===== src/rtl/pong_match_ctrl.sv =====
// pong_match_ctrl: pong match sequencer (serve/play/point pause/game over), per-frame ball gating, score keeping
module pong_match_ctrl #(
  parameter int WIN_SCORE    = 11,
  parameter int PAUSE_FRAMES = 60,
  parameter int SLOW_DIV     = 60,
  parameter int SCORE_W      = 7
) (
  input  logic               CLOCK_50,
  input  logic               reset,
  input  logic               frame_tick,
  input  logic               serve_btn,
  input  logic               slow,
  input  logic               scored,
  input  logic               point_side,
  output logic               ball_en,
  output logic               ball_hold,
  output logic               serve_dir,
  output logic [SCORE_W-1:0] left_score,
  output logic [SCORE_W-1:0] right_score,
  output logic               game_over,
  output logic               winner
);
  localparam int PW = $clog2(PAUSE_FRAMES + 1);
  localparam int DW = $clog2(SLOW_DIV + 1);
  typedef enum logic [1:0] {SERVE_WAIT, PLAY, POINT_PAUSE, GAME_OVER} state_t;
  state_t state, state_n;
  logic btn_q, serve_rise, win, in_play, div_last;
  logic [SCORE_W-1:0] pts;
  logic [PW-1:0] pause_cnt;
  logic [DW-1:0] div_cnt;
  assign serve_rise = serve_btn & ~btn_q;
  assign in_play    = state == PLAY;
  assign pts        = point_side ? right_score : left_score;
  assign win        = pts + SCORE_W'(1) == SCORE_W'(WIN_SCORE);
  assign div_last   = div_cnt == DW'(SLOW_DIV - 1);
  always_ff @(posedge CLOCK_50) begin
    if (reset) state <= SERVE_WAIT;
    else state <= state_n;
  end
  always_comb begin
    state_n = state;
    case (state)
      SERVE_WAIT:  state_n = serve_rise ? PLAY : state;
      PLAY:        state_n = scored ? (win ? GAME_OVER : POINT_PAUSE) : state;
      POINT_PAUSE: state_n = (frame_tick && pause_cnt == '0) ? SERVE_WAIT : state;
      GAME_OVER:   state_n = serve_rise ? SERVE_WAIT : state;
    endcase
  end
  always_comb begin
    ball_hold = ~in_play;
    game_over = state == GAME_OVER;
    ball_en   = in_play & frame_tick & (~slow | div_last);
  end
  always_ff @(posedge CLOCK_50) begin
    if (reset) begin
      btn_q       <= 1'b1;
      left_score  <= '0;
      right_score <= '0;
      serve_dir   <= 1'b0;
      winner      <= 1'b0;
      div_cnt     <= '0;
      pause_cnt   <= '0;
    end else begin
      btn_q   <= serve_btn;
      div_cnt <= (in_play && slow) ? (frame_tick ? (div_last ? '0 : div_cnt + DW'(1)) : div_cnt) : '0;
      if (in_play && scored) begin
        serve_dir <= point_side;
        if (point_side) right_score <= right_score + SCORE_W'(1);
        else left_score <= left_score + SCORE_W'(1);
        if (win) winner <= point_side;
        else pause_cnt <= PW'(PAUSE_FRAMES - 1);
      end else if (state == POINT_PAUSE && frame_tick && pause_cnt != '0) begin
        pause_cnt <= pause_cnt - PW'(1);
      end else if (state == GAME_OVER && serve_rise) begin
        left_score  <= '0;
        right_score <= '0;
        serve_dir   <= 1'b0;
      end
    end
  end
endmodule


===== config.mk =====
export PLATFORM = sky130hd
export DESIGN_NAME = pong_match_ctrl
export DESIGN_NICKNAME = d
export VERILOG_FILES = /design/src/rtl/pong_match_ctrl.sv
export SDC_FILE = /design/constraint.sdc
export NUM_CORES = 1
export LEC_CHECK = 0
export CAP_MARGIN = 20
export CORE_AREA = 2 2 46 79
export DETAILED_ROUTE_END_ITERATION = 16
export DIE_AREA = 0 0 48 81
export GPL_TIMING_DRIVEN = 0
export MAX_ROUTING_LAYER = met4
export PLACE_DENSITY = 0.71
export SYNTH_ARGS = -nofsm -noshare
export SYNTH_HDL_FRONTEND = slang
export SYNTH_SLANG_ARGS = --single-unit

===== constraint.sdc =====
create_clock -name CLOCK_50 -period 1.9 [get_ports CLOCK_50]
set_clock_uncertainty 0.2 [all_clocks]
set_input_delay 0.38 -clock CLOCK_50 [delete_from_list [all_inputs] [get_ports CLOCK_50]]
set_output_delay 0.38 -clock CLOCK_50 [all_outputs]
set_load 0.05 [all_outputs]

Yosys cells after proc, flatten, opt, wreduce, memory -nomap -nowiden

Index checks and enable logic that the tools add are counted.
W data, S select, Z words.

Add/subtract/negate cells: 5
$mul: 0
Div/mod/pow operators: 0
$lt $le $gt $ge: 0
Equal/unequal tests: 13
Shifts and indexed selects: 0
Multiplexer cells: 20
Bitwise logic cells: 8
Reductions and logical operators: 18

Operators by type and width:

| kind                  | number |
|---|---|
| $mux W7               | 7 |
| $mux W6               | 4 |
| $add A7 B1 Y7 const B | 3 |
| $ne A2 B2 Y1 const B  | 7 |
| $mux W2               | 4 |
| $pmux W2 S4           | 1 |
| $eq A7 B4 Y1 const B  | 1 |
| $add A6 B1 Y6 const B | 1 |
| $eq A6 B6 Y1 const B  | 1 |
| $logic_and A1 B1 Y1   | 6 |
| $logic_not A6 Y1      | 1 |
| $reduce_and A2 Y1     | 3 |
| $reduce_and A3 Y1     | 2 |
| $reduce_bool A6 Y1    | 1 |
| $sub A6 B1 Y6 const B | 1 |
| $eq A2 B2 Y1 const B  | 2 |
| $mux W1               | 4 |
| $not A1 Y1            | 4 |
| $reduce_and A4 Y1     | 1 |
| $reduce_bool A2 Y1    | 2 |
| $and A1 B1 Y1         | 3 |
| $eq A2 B1 Y1 const B  | 1 |
| $logic_not A2 Y1      | 1 |
| $ne A2 B1 Y1 const B  | 1 |
| 2 further kinds       | 2 |

Register bits: 31
Latch bits: 0
Bits in writable memories: 0
Bits in read-only memories: 0
Output and inout port bits: 19
Logic and storage cells: 72
Memories kept: 0

Longest topological paths before layout

Word-level depth: 6
Mapped depth: 6

Worst setup path before layout

No wires, ideal clock.

Kind: flip-flop to output port
From: reg state[0]
To: out ball_en
Data arrival time: 1890 ps
Data required time: 1320 ps
Setup slack: -570 ps
Cell stages (with the launch flop): 4
Buffers on the path: 1
Cells stage by stage: dfxtp_1 > clkbuf_1 > nand2_1 > a21oi_1

Word-level cells in the longest chain between the ends: 3

RTL lines:

| what                        | line | source |
|---|---|---|
| start: declaration          | 26   | `state_t state, state_n;` |
| start signal: assignment    | 38   | `else state <= state_n;` |
| $eq A2 B1 Y1                | 32   | `assign in_play = state == PLAY;` |
| $and A1 B1 Y1 (2 in series) | 52   | `ball_en = in_play & frame_tick & (~slow \| div_last);` |
| end: declaration            | 15   | `output logic ball_en,` |

Every way passes these cells.

Worst setup path in the final report

From: reg div_cnt[0]
To: out ball_en

Word-level cells in the longest chain between the ends: 3

RTL lines:

| what                     | line | source |
|---|---|---|
| start: declaration       | 30   | `logic [DW-1:0] div_cnt;` |
| start signal: assignment | 65   | `div_cnt <= (in_play && slow) ? (frame_tick ? (div_last ? '0 : div_cnt + DW'(1)) : div_cnt) : '0;` |
| $eq A6 B6 Y1             | 35   | `assign div_last = div_cnt == DW'(SLOW_DIV - 1);` |
| $or A1 B1 Y1             | 52   |  |
| $and A1 B1 Y1            | 52   |  |

Every way passes these cells.

==> summary.txt <==
Status
  – Status: finished with violations
  – Failing checks: negative setup slack

Clock tree
  – H-tree lvl count: 2
  – Clk buf depth: 2
  – Post-CTS setup buffers: 0
  – Total CTS buffers: 5
  – Worst-path clk slew: 0.06 ns
  – Clock tree root buffer cell: clkbuf_8
  – Hold-fix buffers, CTS: 0
  – Clk sinks: 31
  – Worst-skew pair later-pin latency: about 0.28 ns
  – CTS tree: yes

Setup path
  – CP Launch Type: flip-flop
  – Critical path arrival: roughly 1.6 ns
  – Largest delay share family, worst path: simple AND/OR/NAND/NOR gates
  – CP Class: flip-flop to primary output
  – Max incr delay on CP: a little under 0.4 ns
  – CP Cell Sequence: ha_4, nand2_4, or3_4, a21oi_4, buf_8
  – Crit. End Element: primary output
  – Worst-path fanout max: 3
  – Buf/Inv on CP: 1
  – WP data required: between 1 and 1.5 ns
  – Crit-path slowest cell: or3_4

Route
  – DR pass1 iterations: 4
  – Vias/cell: between 5 and 6
  – Routed len/inst: 15.0 µm
  – Routed Antenna Nets: 0
  – Total number of vias: 1490
  – Detailed Route Iter0 Violations: 29
  – DRC viols: 0
  – Routed WL: 3.92 mm

Placed design
  – Gpl congestion: between 0.7 and 0.8
  – Pre-CTS setup slack: -0.683 ns
  – Port bufs: 23
  – HPWL after detailed placement: 2.93 mm

Layout
  – Commonest cells after routing, fill and taps aside: dfxtp_1, nor2_1, a21oi_1
  – Share of post-route cells with drive strength above 1: 0.176
  – Fin nets: between 200 and 250
  – # diodes: 0
  – Syn-to-layout area delta: 25.8%
  – Most common cell after layout, fill and taps aside: dfxtp_1
  – Fill cells: 309

Worst hold path
  – Worst hold path class: input port to flip-flop

Timing
  – Max Slew Vio Count: 0
  – Number of hold violations in the final report: 0
  – PnR worst setup slack: -0.255 ns
  – RSZ-0062 raised after global routing: yes
  – Period utilisation layout: 1.13
  – Endpoints failing setup: 1
  – FMAX: 464 MHz
  – Crit path time final: 2.15 ns
  – Max_slew headroom: 0.667
  – Worst Max-Slew Pin Slew: 0.501 ns

Job
  – Maxcap violations: 0

GRT
  – Initial antenna violation count: 0
  – GR Overflow Total: 0
  – Largest net degree at the start of global routing: 11
  – First-pass GRT wire length: 6.22 mm
  – GRT Resource Usage Total: 0.231
  – Vias in the first global route: 1445

Power
  – Pwr/cell area: 629 mW/mm²
  – Clock share of power: 0.385
  – Sw frac: 0.246
  – Comb pwr share: 0.091
  – Sequential Power Share: 0.524
  – Leakage: slightly above 0.8 nW
  – Max VDD drop: 0.661 mV
  – Net Switching: 0.000314 W
  – Power, Total: 0.00127 W
  – Cell Int Power: 0.000959 W

Logic synthesis
  – Synthesis-stage register bit count: 31
  – Yosys cell types: 48
  – Syn_nets: 197
  – Mean post-synth cell area: 8.70 µm²
  – Post-synth EDFFs: 0
  – Netlist Area Pre-Place: 0.00161 mm²
  – Warnings, synthesis: 0
  – Async SR Flop Fraction: 0
  – Part of the Yosys area used for sequential elements: 0.386
  – Synth Flop Type: dfxtp_1
  – Cells after Synth: around 190

Floorplan
  – Io pins: 26
  – Die width: ~48 µm
  – Initial Util: 0.483
  – Die height: 81 µm
  – Area of the die: approximately 0.0039 mm²
  – Core ar.: 0.00333 mm²
  – Core Rows: 28
## path summary, 6_finish.rpt
path | startpoint | to | slack, ns | depth (start not counted)
min | frame_tick | div_cnt[0]$_SDFFE_PP0P_ | 0.31 | 3
min reg2reg | left_score[6]$_SDFFE_PP0P_ | left_score[6]$_SDFFE_PP0P_ | 0.32 | 2
max reg2reg | state[1]$_SDFFE_PP0P_ | right_score[6]$_SDFFE_PP0P_ | 0.15 | 4
max | div_cnt[0]$_SDFFE_PP0P_ | ball_en | -0.25 | 5
## area by class of cell
cell class / count / area, µm² / share of cell area
inverter: 4 / 15.0 / 0.00742
clock buffer: 7 / 76.3 / 0.0377
timing repair buffer: 23 / 206 / 0.102
clock inverter: 1 / 5.00 / 0.00247
tap: 45 / 56.3 / 0.0278
sequential: 31 / 633 / 0.313
multi-input combinational: 143 / 990 / 0.489
buffer: 7 / 42.5 / 0.0210
## stage by stage
| stage | TNS (ns) | std cells | hold slack, ns | instance area [µm²] | util |
|---|---|---|---|---|---|
| CTS | -0.252 | 261 | 0.278 | 1990 | 0.597 |
| global placement | -6.34 | 253 | 0.301 | 1910 | 0.575 |
| global route | -0.307 | 261 | 0.344 | 2020 | 0.608 |
| finish | -0.255 | 261 | 0.306 | 2020 | 0.608 |
| detailed placement | -7.54 | 253 | 0.315 | 1910 | 0.575 |
| floorplan | -0.00917 | 185 | 0.284 | 1630 | - |
## Yosys cell counts (3+ instances only)
| master | count | share of area |
|---|---|---|
| a211oi_1 | 3 | 0.014 |
| a21oi_1 | 22 | 0.068 |
| a31oi_1 | 4 | 0.016 |
| and2_1 | 3 | 0.012 |
| and3b_1 | 3 | 0.016 |
| buf_2 | 3 | 0.0093 |
| clkbuf_1 | 3 | 0.0070 |
| dfxtp_1 | 31 | 0.39 |
| ha_1 | 5 | 0.039 |
| inv_1 | 4 | 0.0093 |
| nand2_1 | 7 | 0.016 |
| nand2b_1 | 3 | 0.012 |
| nand3_1 | 4 | 0.012 |
| nand4_1 | 5 | 0.019 |
| nor2_1 | 22 | 0.051 |
| nor2b_1 | 5 | 0.019 |
| nor3_1 | 3 | 0.0093 |
| o21ai_0 | 9 | 0.028 |
| or3_1 | 5 | 0.019 |
| xnor2_1 | 3 | 0.016 |
| xor2_1 | 3 | 0.016 |
## tightest hold or removal path: stages
cell and delay, ns:
buf_2 0.20, xnor2_1 0.10, nor2_1 0.07
## state kept, by name, indices dropped and copies added, names as in the netlist
signal and cells:
btn_q 1, div_cnt 6, left_score 7, pause_cnt 6, right_score 7, serve_dir 1
state 2, winner 1
## kinds of logic after synthesis
| kind of cell | share of synthesized area |
|---|---|
| AND/OR/NAND/NOR | 0.280 |
| AO/OA/AOI/OAI | 0.218 |
| flip-flops | 0.386 |
| buffers and inverters | 0.0327 |
| XOR/XNOR | 0.0327 |
| adder cells (fa/ha/maj) | 0.0389 |
| multiplexers | 0.0124 |
## metal layers
| metal | share of wire | track usage |
|---|---|---|
| met5 | 0 | - |
| met4 | 0.017 | 0.0973 |
| met3 | 0.037 | 0.0578 |
| met2 | 0.55 | 0.401 |
| met1 | 0.39 | 0.231 |
## power groups by stage
stage | Sequential (W) | Combinational [W] | Clock, W
finish | 0.000667 | 0.000116 | 0.000490
global route | 0.000668 | 0.000126 | 0.000538
CTS | 0.000669 | 0.000114 | 0.000499
detailed placement | 0.000683 | 0.000113 | 0
global placement | 0.000683 | 0.000109 | 0
floorplan | 0.000687 | 0.0000725 | 0
## repair_timing
item | in CTS | in global routing
endpoints found under the setup margin | 31 | 14
pin swaps | 0 | 3
cloned | 0 | 0
resized for setup | 43 | 15
No activity file was read; power rests on OpenSTA's default activity.
